## src/rtl/mem_arb_pkg.sv

```systemverilog
// Shared types for the memory bus arbiter: FSM states, bus-owner encoding and default timing.
package mem_arb_pkg;

   typedef enum logic [1:0] {
      IDLE   = 2'd0,
      ACCESS = 2'd1,
      DONE   = 2'd2
   } state_e;

   typedef enum logic {
      OWN_CPU = 1'b0,
      OWN_DMA = 1'b1
   } owner_e;

   localparam int WAIT_STATES_DEF = 1;
   localparam int CNT_W           = 4;

   function automatic owner_e other_owner(input owner_e o);
      return (o == OWN_CPU) ? OWN_DMA : OWN_CPU;
   endfunction

endpackage

```

## src/rtl/arb_pick.sv

```systemverilog
// Combinational grant selection between CPU and DMA requests.
// ROUND_ROBIN_EN: ties alternate away from the last owner; otherwise the CPU always wins a tie.
module arb_pick
   import mem_arb_pkg::*;
(
   input  logic   i_cpu_req,
   input  logic   i_dma_req,
   input  owner_e i_last_owner,
   output logic   o_grant_valid,
   output owner_e o_grant_owner
);

`ifdef ROUND_ROBIN_EN
   always_comb begin
      o_grant_valid = i_cpu_req | i_dma_req;
      o_grant_owner = OWN_CPU;
      if (i_cpu_req && i_dma_req) begin
         o_grant_owner = other_owner(i_last_owner);
      end else if (i_dma_req) begin
         o_grant_owner = OWN_DMA;
      end
   end
`else
   logic w_unused_last_owner;

   // Fixed priority never looks at history.
   assign w_unused_last_owner = i_last_owner;

   always_comb begin
      o_grant_valid = i_cpu_req | i_dma_req;
      o_grant_owner = i_cpu_req ? OWN_CPU : OWN_DMA;
   end
`endif

endmodule

```

## src/rtl/mem_arbiter.sv

```systemverilog
// Single-port memory bus arbiter: grants CPU or DMA one transaction at a time with fixed wait states.
// Tie-break policy selected by ROUND_ROBIN_EN (see arb_pick).
//
// state  | meaning
// IDLE   | arbitrate; latch winner and its wr/addr/wdata
// ACCESS | drive memory for WAIT_STATES cycles
// DONE   | one-cycle ack to the owner
module mem_arbiter
   import mem_arb_pkg::*;
#(
   parameter int WAIT_STATES = WAIT_STATES_DEF,
   parameter int AW          = 16,
   parameter int DW          = 16
) (
   input  logic          clk,
   input  logic          reset,
   input  logic          cpu_req,
   input  logic          cpu_wr,
   input  logic [AW-1:0] cpu_addr,
   input  logic [DW-1:0] cpu_wdata,
   output logic          cpu_ack,
   output logic [DW-1:0] cpu_rdata,
   output logic          cpu_stall,
   input  logic          dma_req,
   input  logic          dma_wr,
   input  logic [AW-1:0] dma_addr,
   input  logic [DW-1:0] dma_wdata,
   output logic          dma_ack,
   output logic [DW-1:0] dma_rdata,
   output logic [AW-1:0] mem_addr,
   output logic [DW-1:0] mem_wdata,
   output logic          mem_oe,
   output logic          mem_wr,
   input  logic [DW-1:0] mem_rdata
);

   localparam logic [CNT_W-1:0] LP_CNT_LOAD = CNT_W'(WAIT_STATES - 1);

   state_e           r_state;
   state_e           w_state_nxt;
   owner_e           r_owner;
   logic             r_wr;
   logic [AW-1:0]    r_addr;
   logic [DW-1:0]    r_wdata;
   logic [CNT_W-1:0] r_cnt;
   logic [DW-1:0]    r_cpu_rdata;
   logic [DW-1:0]    r_dma_rdata;

   logic             w_grant_valid;
   owner_e           w_grant_owner;
   logic             w_grant;
   logic             w_last_beat;

   arb_pick u_arb_pick (
      .i_cpu_req     (cpu_req),
      .i_dma_req     (dma_req),
      .i_last_owner  (r_owner),
      .o_grant_valid (w_grant_valid),
      .o_grant_owner (w_grant_owner)
   );

   always_ff @(posedge clk or negedge reset) begin
      if (!reset) begin
         r_state <= IDLE;
      end else begin
         r_state <= w_state_nxt;
      end
   end

   always_comb begin
      w_state_nxt = r_state;
      w_grant     = 1'b0;
      w_last_beat = 1'b0;
      mem_wr      = 1'b0;
      mem_oe      = 1'b0;
      cpu_ack     = 1'b0;
      dma_ack     = 1'b0;
      case (r_state)
         IDLE: begin
            if (w_grant_valid) begin
               w_state_nxt = ACCESS;
               w_grant     = 1'b1;
            end
         end
         ACCESS: begin
            mem_wr = r_wr;
            mem_oe = r_wr;
            if (r_cnt == '0) begin
               w_state_nxt = DONE;
               w_last_beat = 1'b1;
            end
         end
         DONE: begin
            cpu_ack     = (r_owner == OWN_CPU);
            dma_ack     = (r_owner == OWN_DMA);
            w_state_nxt = IDLE;
         end
         default: w_state_nxt = IDLE;
      endcase
   end

   // Request fields are captured only at grant, so requesters may change inputs mid-access.
   always_ff @(posedge clk or negedge reset) begin
      if (!reset) begin
         r_owner     <= OWN_DMA;
         r_wr        <= 1'b0;
         r_addr      <= '0;
         r_wdata     <= '0;
         r_cnt       <= '0;
         r_cpu_rdata <= '0;
         r_dma_rdata <= '0;
      end else begin
         if (w_grant) begin
            r_owner <= w_grant_owner;
            r_cnt   <= LP_CNT_LOAD;
            if (w_grant_owner == OWN_CPU) begin
               r_wr    <= cpu_wr;
               r_addr  <= cpu_addr;
               r_wdata <= cpu_wdata;
            end else begin
               r_wr    <= dma_wr;
               r_addr  <= dma_addr;
               r_wdata <= dma_wdata;
            end
         end else if (r_state == ACCESS && r_cnt != '0) begin
            r_cnt <= r_cnt - 4'd1;
         end
         if (w_last_beat && !r_wr) begin
            if (r_owner == OWN_CPU) begin
               r_cpu_rdata <= mem_rdata;
            end else begin
               r_dma_rdata <= mem_rdata;
            end
         end
      end
   end

   assign mem_addr  = r_addr;
   assign mem_wdata = r_wdata;
   assign cpu_rdata = r_cpu_rdata;
   assign dma_rdata = r_dma_rdata;
   assign cpu_stall = cpu_req & ~cpu_ack;

endmodule
```

## config.mk

```make
export PLATFORM = sky130hd
export DESIGN_NAME = mem_arbiter
export DESIGN_NICKNAME = d
export VERILOG_FILES = /design/src/rtl/mem_arb_pkg.sv /design/src/rtl/arb_pick.sv /design/src/rtl/mem_arbiter.sv
export SDC_FILE = /design/constraint.sdc
export NUM_CORES = 1
export LEC_CHECK = 0
export ABC_AREA = 1
export CAP_MARGIN = 30
export CORE_ASPECT_RATIO = 1.5
export CORE_UTILIZATION = 43
export CTS_BUF_LIST = sky130_fd_sc_hd__clkbuf_4 sky130_fd_sc_hd__clkbuf_8
export DETAILED_ROUTE_END_ITERATION = 6
export PLACE_DENSITY = 0.83
export SLEW_MARGIN = 20
export SYNTH_ARGS = -nofsm -noshare
export SYNTH_HDL_FRONTEND = slang
export SYNTH_SLANG_ARGS = --single-unit
```

## constraint.sdc

```tcl
create_clock -name clk -period 1.7 [get_ports clk]
set_input_delay 0.34 -clock clk [delete_from_list [all_inputs] [get_ports clk]]
set_output_delay 0.34 -clock clk [all_outputs]
set_load 0.02 [all_outputs]
```

==> results.md <==
- The flow ran to the end, and the final reports show no timing, DRC or antenna violations.
- Net switching is 41.8% of the power.
- The worst-case IR drop observed on VDD is 910 uV.
- TritonCTS built the clock tree.
- After detailed routing, the wire length on met1 is 3380 um.
- In this run the static leakage power is approximately 2.9 nW.
- The overall power is around 9.3 mW.
- The final RePlAce weighted congestion is 0.757.
- The count of nets left with antenna violations once routing finished came out at 0.
- The remaining max-slew budget at the tightest pin is roughly 71%.
- The half-perimeter wire length after placement is 6680 um.
- The number of antenna violations at the first check in global routing is 0.
- The data arrival time of the critical path is 1340 ps.
- Buffers placed on the I/O ports in this run total 154.
- Counting instances, the worst hold path has a depth of 2.
- The minimum clock period after layout is roughly 1700 ps.
- After detailed routing, the met3 layer carries around 860 um of wire.
- The number of global-route vias before repair is 3282.
- The final total negative setup slack is 0 ps.
- The startpoint of the worst hold path is cpu_rdata[5]$_DFFE_PN0P_.
- Max-cap violations in this run came to 0.
- Averaged over all synthesized cells, the footprint is 8.37 sq um.
- The highest layer used for signal routing is met4.
- The highest clock frequency the design can meet is 594 MHz.
- The die area is 8330 sq um.
- The worst setup margin is between 15 and 20 ps.
- Clock-pin slew was measured on the worst setup and hold paths at around 80 ps.
- The critical path starts at cpu_rdata[0]$_DFFE_PN0P_.
- The first detailed-routing pass ran for 4 iterations.
- The endpoint type of the worst setup path is an output pin.
- The final count of hold timing violations was 0.
- The worst register-to-register path begins at r_cnt[1]$_DFFE_PN0P_.
- The Yosys step of the flow raised 0 warnings.
- From synthesis to final layout, the design area changed by 55.4%.
- Registers are responsible for 32.6% of the overall power.
- The largest net degree at the start of global routing is 65.
- The per-cell via count in the routed design is 4.90.
- The maximum level of the CTS H-tree is 3.
- The relative contribution of the clock network to total power is 15.8%.
- Of the cells placed in the final design, the portion with a size suffix greater than 1 is 9.17%.
- The combinational group share of total power is 51.6%.
- The tree built by TritonCTS fans out to 72 sinks.
- Yosys mapped the design onto 27 distinct sky130hd cell types.
- The number of cells on the critical path is 1.
- The final core utilization is 69.4%.
- In this design, the largest share of critical-path delay is due to buffers and inverters.
- The wire length reported by the detailed router is 9070 um.
- The slowest stage of the critical path belongs to the cell sky130_fd_sc_hd__clkdlybuf4s50_1.
- In the final routed layout, each cell accounts on average for 13.6 um.
- For this run, the slowest stage of the critical path takes 620 ps.
- The floorplan step set the die height to approximately 110 um.
- The first global-routing pass estimated 14600 um of wire.
- The worst-case clock buffer depth is 2.
- The floorplan step set the die width to 74.8 um.
- In this run, CTS created clock tree buffers numbering 9.
- The clock skew is 8.54 ps.
- The launching element type of the critical path is a register.
- The number of storage elements in the synthesis netlist is 72.
- The sum of overflow across all layers after global routing is 0.
- Of all nets on the critical path, the largest fanout is 2.
- The global-route total usage across every layer is 23.2%.
- Summed over all nets, the switching power comes to just under 4 mW.
- Power spread over the standard cell area amounts to 1740 nW/um^2.
- The floorplan has 39 rows.
- ~160 I/O pins were placed.
- At the end of the flow, the number of nets in the layout was 650.
- The repair_antennas step left the layout with diodes totalling 0.
- Walking the worst path, the cells encountered are clkdlybuf4s50_1.
- The later pin in the worst-skew pair is clocked with a latency of about 350 ps.
- The share of the cycle needed by the critical path after routing is about 100%.
- The worst slack at placement is ~17 ps.
- The setup violation total in the final timing report is 0.
- The class of the most critical setup path is reg2out.
- The number of remaining DRC errors is 0.
- The net count after synthesis is 497.
- The synthesized instance count is 409.
- The combined area of all synthesized cells is around 3400 sq um.
- The length in cells of the worst reg-to-reg path is 6.
- For this configuration, the core starts out at a cell density of 44.7%.
- The detailed-routed wire length on met2 is 4560 um.
- Internal power comes to 5.38 mW.
- The slew at the pin closest to its max-slew limit is 442 ps.
- The number of max-slew violations in the final report was 0.
- The number of violations reported at the end of detailed-routing iteration 0 is 132.
- Counting both buffers and inverters, the worst setup path holds a total of 1.
- STA puts the critical path data required time at 1360 ps.
- Detailed routing inserted a total of 3279 vias.
- The tree is rooted in a sky130_fd_sc_hd__clkbuf_8.
- The register area share after synthesis is 52.7%.
- The type of the worst min-delay path is reg2reg.
- The core area is 7660 sq um.
[layer usage]
layer,vias up,GRT usage (%)
met5,-,0
met4,0,10.6
met3,19,10.1
met2,163,38.0
met1,1473,25.2
li1,1624,-
[final timing paths]
kind                                              to  slack, ps
max                                     cpu_rdata[0]         20
min reg2reg                 cpu_rdata[5]$_DFFE_PN0P_        470
max reg2reg                 cpu_rdata[5]$_DFFE_PN0P_        140
min in group asynchronous   cpu_rdata[6]$_DFFE_PN0P_        480
min                         cpu_rdata[5]$_DFFE_PN0P_        470
max in group asynchronous  cpu_rdata[14]$_DFFE_PN0P_        650
[kinds of logic after synthesis]
| group | Yosys count | synth area share (%) |
|---|---|---|
| and+or+nand+nor | 192 | 25.7 |
| buffers and inverters | 70 | 9.73 |
| adders and majority gates | 2 | 0.731 |
| DFF | 72 | 52.7 |
| xor gates and xnor gates | 1 | 0.256 |
| AOI/OAI and AO/OA | 72 | 10.9 |
[per-stage QoR]
| stage | hold slack, ps | instances | cell area [sq um] |
|---|---|---|---|
| 3_3_place_gp | 315 | 650 | 5030 |
| 5_1_grt | 494 | 669 | 5320 |
| 4_1_cts | 471 | 667 | 5230 |
| 3_5_place_dp | 319 | 650 | 5030 |
| 6_report | 469 | 669 | 5320 |
| 2_1_floorplan | 44.4 | 409 | 3420 |
[cell type report]
cell class	instances	area (sq um)
Clock inverter	6	83.8
Sequential cell	72	1800
Timing Repair Buffer	169	1720
Clock buffer	10	131
Tap cell	102	128
Fill cell	601	2340
Inverter	43	161
Multi-Input combinational cell	267	1290
[power by group through the flow]
stage	logic, mW	registers [mW]	clock network (mW)
2_1_floorplan	1.75	3.92	0
3_3_place_gp	4.79	3.00	0
3_5_place_dp	4.91	3.04	0
4_1_cts	4.85	3.02	1.49
5_1_grt	5.23	3.10	1.57
6_report	4.78	3.01	1.46
[cell usage in the layout (no fill, tap or decap), types with 2 or more instances in the layout]
| cell type | n |
|---|---|
| sky130_fd_sc_hd__buf_12 | 2 |
| sky130_fd_sc_hd__buf_2 | 4 |
| sky130_fd_sc_hd__buf_4 | 13 |
| sky130_fd_sc_hd__bufinv_16 | 2 |
| sky130_fd_sc_hd__clkbuf_2 | 2 |
| sky130_fd_sc_hd__clkbuf_8 | 9 |
| sky130_fd_sc_hd__clkdlybuf4s50_1 | 108 |
| sky130_fd_sc_hd__clkinv_2 | 3 |
| sky130_fd_sc_hd__dfrtp_1 | 71 |
| sky130_fd_sc_hd__dlygate4sd2_1 | 6 |
| sky130_fd_sc_hd__dlymetal6s2s_1 | 33 |
| sky130_fd_sc_hd__ha_1 | 2 |
| sky130_fd_sc_hd__inv_1 | 37 |
| sky130_fd_sc_hd__inv_2 | 5 |
| sky130_fd_sc_hd__nand2_1 | 140 |
| sky130_fd_sc_hd__nand2_2 | 3 |
| sky130_fd_sc_hd__nand3_1 | 3 |
| sky130_fd_sc_hd__nand4_1 | 33 |
| sky130_fd_sc_hd__nand4_4 | 2 |
| sky130_fd_sc_hd__nor2_1 | 7 |
| sky130_fd_sc_hd__o21ai_0 | 64 |
| sky130_fd_sc_hd__o21ai_1 | 5 |
[Yosys cell counts, drive strengths merged]
master / n / share of area, %
dfrtp: 71 / 52
clkinv: 1 / 0.11
nand2: 143 / 16
ha: 2 / 0.73
or2: 1 / 0.18
a21oi: 1 / 0.15
clkbuf: 6 / 0.73
o21ai: 70 / 11
nor2: 10 / 1.9
xor2: 1 / 0.26
nand3: 3 / 0.44
inv: 42 / 4.6
nand4: 35 / 7.3
dfstp: 1 / 0.77
o211ai: 1 / 0.22
buf: 21 / 4.3
[sequential cells by signal, summed over array words and instances (netlist names)]
name and flops:
cpu_rdata 16, r_cnt 4, mem_wdata 16, r_wr 1
r_owner 1, r_state 2, dma_rdata 16, mem_addr 16
[repair_timing]
item	4_1_cts	5_1_grt
endpoints found under the hold margin	31	0
cloned	0	0
gates resized for setup	21	37
hold buffers	1	0
pin swaps	0	1
setup buffers	0	2
setup endpoints to repair	11	36
Power figures use the tool's default switching activity.
